<file path="src/rtl/aes_pkg.sv">
// Shared AES core definitions: control FSM states and round-number sizing.
package aes_pkg;

    // Number of cipher rounds for AES-128.
    localparam int unsigned NR_AES128 = 10;

    // Width of the round number; also indexes the key-schedule rcon lookup.
    localparam int unsigned RND_W = 4;

    // Round controller states.
    typedef enum logic [2:0] {
        StIdle  = 3'd0,
        StInit  = 3'd1,
        StRound = 3'd2,
        StFinal = 3'd3,
        StDone  = 3'd4
    } aes_state_e;

endpackage

</file>
<file path="src/rtl/aes_round_ctrl_if.sv">
// Start/done handshake plus the stage-enable bus between the round controller and the core.
interface aes_round_ctrl_if #(
    parameter int unsigned RW = 4
);
    logic          start;
    logic          ready;
    logic          busy;
    logic          done;
    logic          accept;
    logic [RW-1:0] rndNo;
    logic          enbSB;
    logic          enbSR;
    logic          enbMC;
    logic          enbAR;
    logic          enbKS;

    // Requester side: issues start, observes status and core controls.
    modport master (
        output start,
        input  ready, busy, done, accept, rndNo, enbSB, enbSR, enbMC, enbAR, enbKS
    );

    // Controller side.
    modport slave (
        input  start,
        output ready, busy, done, accept, rndNo, enbSB, enbSR, enbMC, enbAR, enbKS
    );
endinterface

</file>
<file path="src/rtl/aes_round_ctrl.sv">
// Sequencing controller for the iterative AES-128 datapath: one key-add cycle, NR-1 full rounds,
// one final round without MixColumns, then a single-cycle done pulse. Outputs are Moore.
module aes_round_ctrl
    import aes_pkg::*;
#(
    parameter int unsigned NR = NR_AES128,
    parameter int unsigned RW = RND_W
) (
    input  logic              clk,
    input  logic              rst,
    aes_round_ctrl_if.slave   bus
);

    aes_state_e    state_q, state_d;
    logic [RW-1:0] cnt_q, cnt_d;

    logic          ready, busy, done, accept;
    logic [RW-1:0] rnd_no;
    logic          enb_sb, enb_sr, enb_mc, enb_ar, enb_ks;

    // State and round counter registers with asynchronous abort.
    always_ff @(posedge clk or posedge rst) begin
        if (rst) begin
            state_q <= StIdle;
            cnt_q   <= '0;
        end else begin
            state_q <= state_d;
            cnt_q   <= cnt_d;
        end
    end

    // Next-state logic and output decode from registered state only.
    always_comb begin
        state_d = state_q;
        cnt_d   = cnt_q;
        ready   = 1'b0;
        busy    = 1'b0;
        done    = 1'b0;
        accept  = 1'b0;
        rnd_no  = '0;
        enb_sb  = 1'b0;
        enb_sr  = 1'b0;
        enb_mc  = 1'b0;
        enb_ar  = 1'b0;
        enb_ks  = 1'b0;

        unique case (state_q)
            StIdle: begin
                ready = 1'b1;
                if (bus.start) begin
                    state_d = StInit;
                end
            end
            StInit: begin
                // Initial AddRoundKey; key register loads cipher_key with KS bypassed.
                busy    = 1'b1;
                accept  = 1'b1;
                enb_ar  = 1'b1;
                cnt_d   = RW'(1);
                state_d = StRound;
            end
            StRound: begin
                busy   = 1'b1;
                rnd_no = cnt_q;
                enb_sb = 1'b1;
                enb_sr = 1'b1;
                enb_mc = 1'b1;
                enb_ar = 1'b1;
                enb_ks = 1'b1;
                // Saturate at NR so the counter can never wrap.
                if (cnt_q != RW'(NR)) begin
                    cnt_d = cnt_q + RW'(1);
                end
                if (cnt_q == RW'(NR - 1)) begin
                    state_d = StFinal;
                end
            end
            StFinal: begin
                busy    = 1'b1;
                rnd_no  = RW'(NR);
                enb_sb  = 1'b1;
                enb_sr  = 1'b1;
                enb_ar  = 1'b1;
                enb_ks  = 1'b1;
                state_d = StDone;
            end
            StDone: begin
                ready   = 1'b1;
                done    = 1'b1;
                state_d = bus.start ? StInit : StIdle;
            end
            default: begin
                // Illegal encoding: fall back to idle.
                state_d = StIdle;
                cnt_d   = '0;
            end
        endcase
    end

    assign bus.ready  = ready;
    assign bus.busy   = busy;
    assign bus.done   = done;
    assign bus.accept = accept;
    assign bus.rndNo  = rnd_no;
    assign bus.enbSB  = enb_sb;
    assign bus.enbSR  = enb_sr;
    assign bus.enbMC  = enb_mc;
    assign bus.enbAR  = enb_ar;
    assign bus.enbKS  = enb_ks;

endmodule
</file>
<file path="src/flat_wrapper.sv">
// flat-port wrapper written by rule: the top's interface ports become plain ports
module aes_round_ctrl_flat import aes_pkg::*;
#(
    parameter int unsigned NR = NR_AES128,
    parameter int unsigned RW = RND_W
)
  (clk, rst, bus_start, bus_ready, bus_busy, bus_done, bus_accept, bus_rndNo, bus_enbSB, bus_enbSR, bus_enbMC, bus_enbAR, bus_enbKS);
  aes_round_ctrl_if #(.RW(RW)) bus_i ();
  input  logic clk;
  input  logic rst;
  input wire logic [$bits(bus_i.start)-1:0] bus_start;
  output wire logic [$bits(bus_i.ready)-1:0] bus_ready;
  output wire logic [$bits(bus_i.busy)-1:0] bus_busy;
  output wire logic [$bits(bus_i.done)-1:0] bus_done;
  output wire logic [$bits(bus_i.accept)-1:0] bus_accept;
  output wire logic [$bits(bus_i.rndNo)-1:0] bus_rndNo;
  output wire logic [$bits(bus_i.enbSB)-1:0] bus_enbSB;
  output wire logic [$bits(bus_i.enbSR)-1:0] bus_enbSR;
  output wire logic [$bits(bus_i.enbMC)-1:0] bus_enbMC;
  output wire logic [$bits(bus_i.enbAR)-1:0] bus_enbAR;
  output wire logic [$bits(bus_i.enbKS)-1:0] bus_enbKS;
  assign bus_i.start = bus_start;
  assign bus_ready = bus_i.ready;
  assign bus_busy = bus_i.busy;
  assign bus_done = bus_i.done;
  assign bus_accept = bus_i.accept;
  assign bus_rndNo = bus_i.rndNo;
  assign bus_enbSB = bus_i.enbSB;
  assign bus_enbSR = bus_i.enbSR;
  assign bus_enbMC = bus_i.enbMC;
  assign bus_enbAR = bus_i.enbAR;
  assign bus_enbKS = bus_i.enbKS;
  aes_round_ctrl #(.NR(NR), .RW(RW)) u_core (.clk(clk), .rst(rst), .bus(bus_i));
endmodule
</file>
<file path="config.mk">
export PLATFORM = sky130hd
export DESIGN_NAME = aes_round_ctrl_flat
export DESIGN_NICKNAME = d
export VERILOG_FILES = /design/src/rtl/aes_pkg.sv /design/src/rtl/aes_round_ctrl_if.sv /design/src/rtl/aes_round_ctrl.sv /design/src/flat_wrapper.sv
export SDC_FILE = /design/constraint.sdc
export NUM_CORES = 1
export LEC_CHECK = 0
export CORE_AREA = 2 2 39 41
export DETAILED_ROUTE_END_ITERATION = 10
export DIE_AREA = 0 0 41 43
export PLACE_DENSITY = 0.69
export SLEW_MARGIN = 20
export SYNTH_ARGS = -nofsm -noshare
export SYNTH_HDL_FRONTEND = slang
export SYNTH_SLANG_ARGS = --single-unit
</file>
<file path="constraint.sdc">
create_clock -name clk -period 1.8 [get_ports clk]
set_clock_uncertainty 0.05 [all_clocks]
set_input_delay 0.27 -clock clk [delete_from_list [all_inputs] [get_ports clk]]
set_output_delay 0.27 -clock clk [all_outputs]
set_load 0.1 [all_outputs]
</file>
* Word-level counts from Yosys, hierarchy flattened
Cells that the tools add are included.
** Storage, ports and cells
- Flip-flop bits (word level) :: 7
- Bits of input ports :: 3
- Output and inout bits :: 13
- Logic and storage cells :: 33
** Operators by class
- Add/sub/neg operators :: 1
- Equality and inequality tests :: 9
- Mux-type cells :: 13
- Bitwise gates (word level) :: 1
- Reductions and logical operators :: 7
** Operators by type and width (count)
- $pmux W3 S5 :: 1
- $pmux W4 S3 :: 1
- $pmux W4 S2 :: 1
- $mux W1 :: 7
- $eq A3 B2 Y1 const B :: 2
- $mux W3 :: 2
- $reduce_or A3 Y1 :: 2
- $add A4 B1 Y4 const B :: 1
- $eq A4 B4 Y1 const B :: 1
- $mux W4 :: 1
- $ne A2 B1 Y1 const B :: 2
- $ne A4 B4 Y1 const B :: 1
- $reduce_and A2 Y1 :: 2
- $reduce_or A2 Y1 :: 2
- $eq A3 B1 Y1 const B :: 1
- $eq A3 B3 Y1 const B :: 1
- $logic_not A3 Y1 :: 1
- $ne A2 B2 Y1 const B :: 1
- $not A1 Y1 :: 1

* Longest topological paths before layout
Gate-level depths: netlist of run 1.
- Depth in word-level cells :: 4
- Mapped depth :: 5
- Mapped depth without buffers :: 5

* Worst setup path after synthesis of run 1
OpenSTA, ideal clock, no wires.
- Path type :: register to output
- From :: register u_core.state_q[0]
- To :: output bus_enbAR
- Arrival :: 3.481 ns
- Data required time :: 1.480 ns
- Slack :: -2.001 ns
- Stages on the path, launching flop included :: 5
- Buffers on the path :: 2
- Cells stage by stage :: dfrtp_1 buf_2 nor2_1 nor2_1 buf_4
** Between the ends
- Cells in the longest elaborated chain, start to end :: 3
- Elaborated cells on any way between the ends :: 5
- Those cells by class :: 3 x eq/ne; 1 x mux; 1 x reduce/logical
** RTL lines
- start, declared :: RTL line aes_round_ctrl.sv:14 : aes_state_e state_q, state_d;
- start signal, assigned :: RTL line aes_round_ctrl.sv:24 : state_q <= StIdle;
- start signal, assigned :: RTL line aes_round_ctrl.sv:27 : state_q <= state_d;
- $eq A3 B1 Y1 or $eq A3 B2 Y1 (tied branches)
- $reduce_or A3 Y1 (no source line) (*)
- $mux W1 (*)
- end, declared :: RTL line flat_wrapper.sv:20 : output wire logic [$bits(bus_i.enbAR)-1:0] bus_enbAR;
Mark *: on every way between the ends. The rest lies on a longest branch, timed or not.

* Worst setup path in the final report of run 1
- From :: register u_core.state_q[2]
- To :: output bus_rndNo[2]
** Between the ends
- Cells in the longest elaborated chain, start to end :: 2
- Elaborated cells on any way between the ends :: 3
- Those cells by class :: 2 x eq/ne; 1 x mux
** RTL lines
- $eq A3 B2 Y1 :: RTL line aes_round_ctrl.sv:47 : unique case (state_q)
- $pmux W4 S2 (*) :: RTL line aes_round_ctrl.sv:47
- end, declared :: RTL line flat_wrapper.sv:16 : output wire logic [$bits(bus_i.rndNo)-1:0] bus_rndNo;
Marks and branches as above.

==> results of run 1 <==
[worst reg2reg max path, delay by kind of cell (launching register included)]
| kind | cells | cell delay [ps] |
|---|---|---|
| buffers and inverters | 1 | 80 |
| adders and majority gates | 1 | 200 |
| DFF | 1 | 340 |
| and+or+nand+nor | 3 | 790 |
[state kept, by name, indices dropped and copies added (netlist names)]
signal,flops
u_core.cnt_q,4
u_core.state_q,3
[cell usage in the layout (no fill, tap or decap), types with 3 or more instances in the layout]
master    netlist  layout
buf_12          0      13
nand2_1         5       5
nand3_1         5       5
buf_4           4       5
dfrtp_1         7       5
inv_1           5       4
nor2_1          9       4
a21oi_1         3       3
nor2_4          0       3
ha_1            3       3
clkbuf_4        0       3
[path summary, 6_finish.rpt]
kind	startpoint	endpoint	slack (ps)	cells past startpoint
min in group clk	bus_start	u_core.state_q[0]	520	3
max	u_core.state_q[2]	bus_rndNo[2]	70	4
min	rst	u_core.state_q[0]	200	2
min reg2reg	u_core.cnt_q[2]	u_core.cnt_q[2]	570	1
max reg2reg	u_core.cnt_q[0]	u_core.cnt_q[0]	270	5
max in group asynchronous	rst	u_core.state_q[1]	1250	2
[through the flow]
| stage | instances | setup TNS [ps] | util, % |
|---|---|---|---|
| after floorplan | 65 | -922.8 | - |
| after global placement | 92 | 0 | 61.75 |
| after detailed placement | 92 | 0 | 61.75 |
| after CTS | 96 | 0 | 63.83 |
| after global routing | 98 | 0 | 64.92 |
| final | 98 | 0 | 64.92 |
[timing repair]
| action | 4_1_cts | 5_1_grt |
|---|---|---|
| setup endpoints to repair | 4 | 4 |
| hold buffers | 0 | 0 |
| resized for setup | 2 | 0 |
| gates cloned | 0 | 0 |
| setup buffers | 0 | 2 |
[cell families (layout without fill, tap and decap cells)]
logic type	count (synthesis)	in the layout	share of synthesized area [%]
AOI/OAI and AO/OA	7	7	8.057
DFF	7	7	33.18
and+or+nand+nor	36	36	38.63
adders and majority gates	3	3	7.110
buffers and inverters	12	29	13.03
[area by class of cell]
class,instances,area (sq um)
fill,116,485.5
sequential,7,177.7
clock buffer,4,26.28
timing repair buffer,20,317.8
multi-input combinational,46,334.1
inverter,5,22.52
tap,16,20.02
[per-layer routing]
layer  share of wire (%)  up-vias  routed length (um)
met5                   0        -                   0
met4                0.67        0                   8
met3                 6.1        2                  73
met2                  51       17                 607
met1                  42      243                 508
li1                    -      254                   -
==> reports/results.tsv, run 1 <==
metric	value	unit
gp_congestion	0.8564	
synth-seq-area-share	33.18	%
ys_ff_latch	7	
crit_family	simple AND/OR/NAND/NOR gates	
layout_setup_ws	67.82	ps
portBuffers	15	
layout-drive-gt1-share	43.90	%
antenna_found_initial	0	
cp_data_required_time	1480	ps
dp_slack	234.8	ps
path_buf_inv	1	
firstDrtPassIters	4	
grt_pass1_vias	468	
busiest_layer	met2	
outcome	finished clean	
grtUsageMet3	7.853	%
synthDistinctLibCells	26	
n_antenna_cell	0	
ios	16	
cts_sinks	7	
cts_tree	yes	
rsz0062_at_grt	no	
synth-edff-count	0	
grt_max_degree	12	
slowest_stage	dfrtp_2	
syn_area_per_cell	8.123	sq um
final_nets	89	
dieArea	0.001763	sq mm
synth_largest_area_cell	dfrtp_1	
cts_max_level	1	
die_x	41	um
num_rows	14	
core_area	0.001384	sq mm
place_area	854.6	sq um
synth_most_common_cell	nor2_1	
synth-async-reset-ratio	100.0	%
finalSetupViolCount	0	
totalWireLength	1.197	mm
wl_per_cell	12.21	um
cpPeakStageDelay	450	ps
clockBufferDepth	2	
yosysTopAreaCellShare	33.18	%
globalRouteMet2Util	27.19	%
netlist_top_cells_count	nor2_1 (9), dfrtp_1 (7), inv_1 (5), nand2_1 (5), nand3_1 (5)	
final_area	898.4	sq um
cts_root_buf	clkbuf_4	
start_util	38.16	%
finalHoldViolations	0	
worst_pin_slew	290.9	ps
max_slew_margin	80.58	%
cp_cell_sequence	nand2b_4, nor2_4, and2_4, buf_12	
critPathArrivalTime	1410	ps
grt_use_met1	24.33	%
synth_area	528.0	sq um
synthCells	65	
num_vias	516	
ys.flop_type	dfrtp_1	
slew_violations	0	
grt-ovfl-total	0	
drt.antenna.violating_nets	0	
dp_hpwl	905.3	um
critical_path_class	flop to primary output	
fin_crit	1732	ps
critPathMaxFanout	8	
clock_latency	250	ps
synth_area_leaders	dfrtp_1 (33%), ha_1 (7.1%), nor2_1 (6.4%)	
area_growth	70.14	%
cts_buffers	3	
syn_nets	71	
cp-end-kind	primary output	
drt-vias-per-instance	5.265	
maxCapViolCount	0	
timing.fmax	577.3	MHz
cts.clk_slew.worst_paths	50	ps
drtIter0Drc	26	
fp.dieH	43	um
route.detailed.drc	0	
startpoint_type	flop	
hold_path_class	input port to async pin	
finalCritPeriodShare	96.23	%
grt_pass1_wl	2.187	mm
grt_util_all_layers	18.38	%
hold_ws	200.5	ps
ys_warn_count	0	
Power of run 1 is left out: the tool's default activity adds up to more than one toggle a clock period on the data nets, which glitch-free logic cannot reach.
==> run 2, diff against run 1 <==
--- a/config.mk
+++ b/config.mk
@@ -8,6 +8,7 @@
 export CORE_AREA = 2 2 39 41
 export DETAILED_ROUTE_END_ITERATION = 10
 export DIE_AREA = 0 0 41 43
+export GPL_ROUTABILITY_DRIVEN = 1
 export PLACE_DENSITY = 0.69
 export SLEW_MARGIN = 20
 export SYNTH_ARGS = -nofsm -noshare
==> results of run 2 <==
Final layout, timing and power as in run 1 (identical DEF).
Power of run 2 is left out for the same reason.
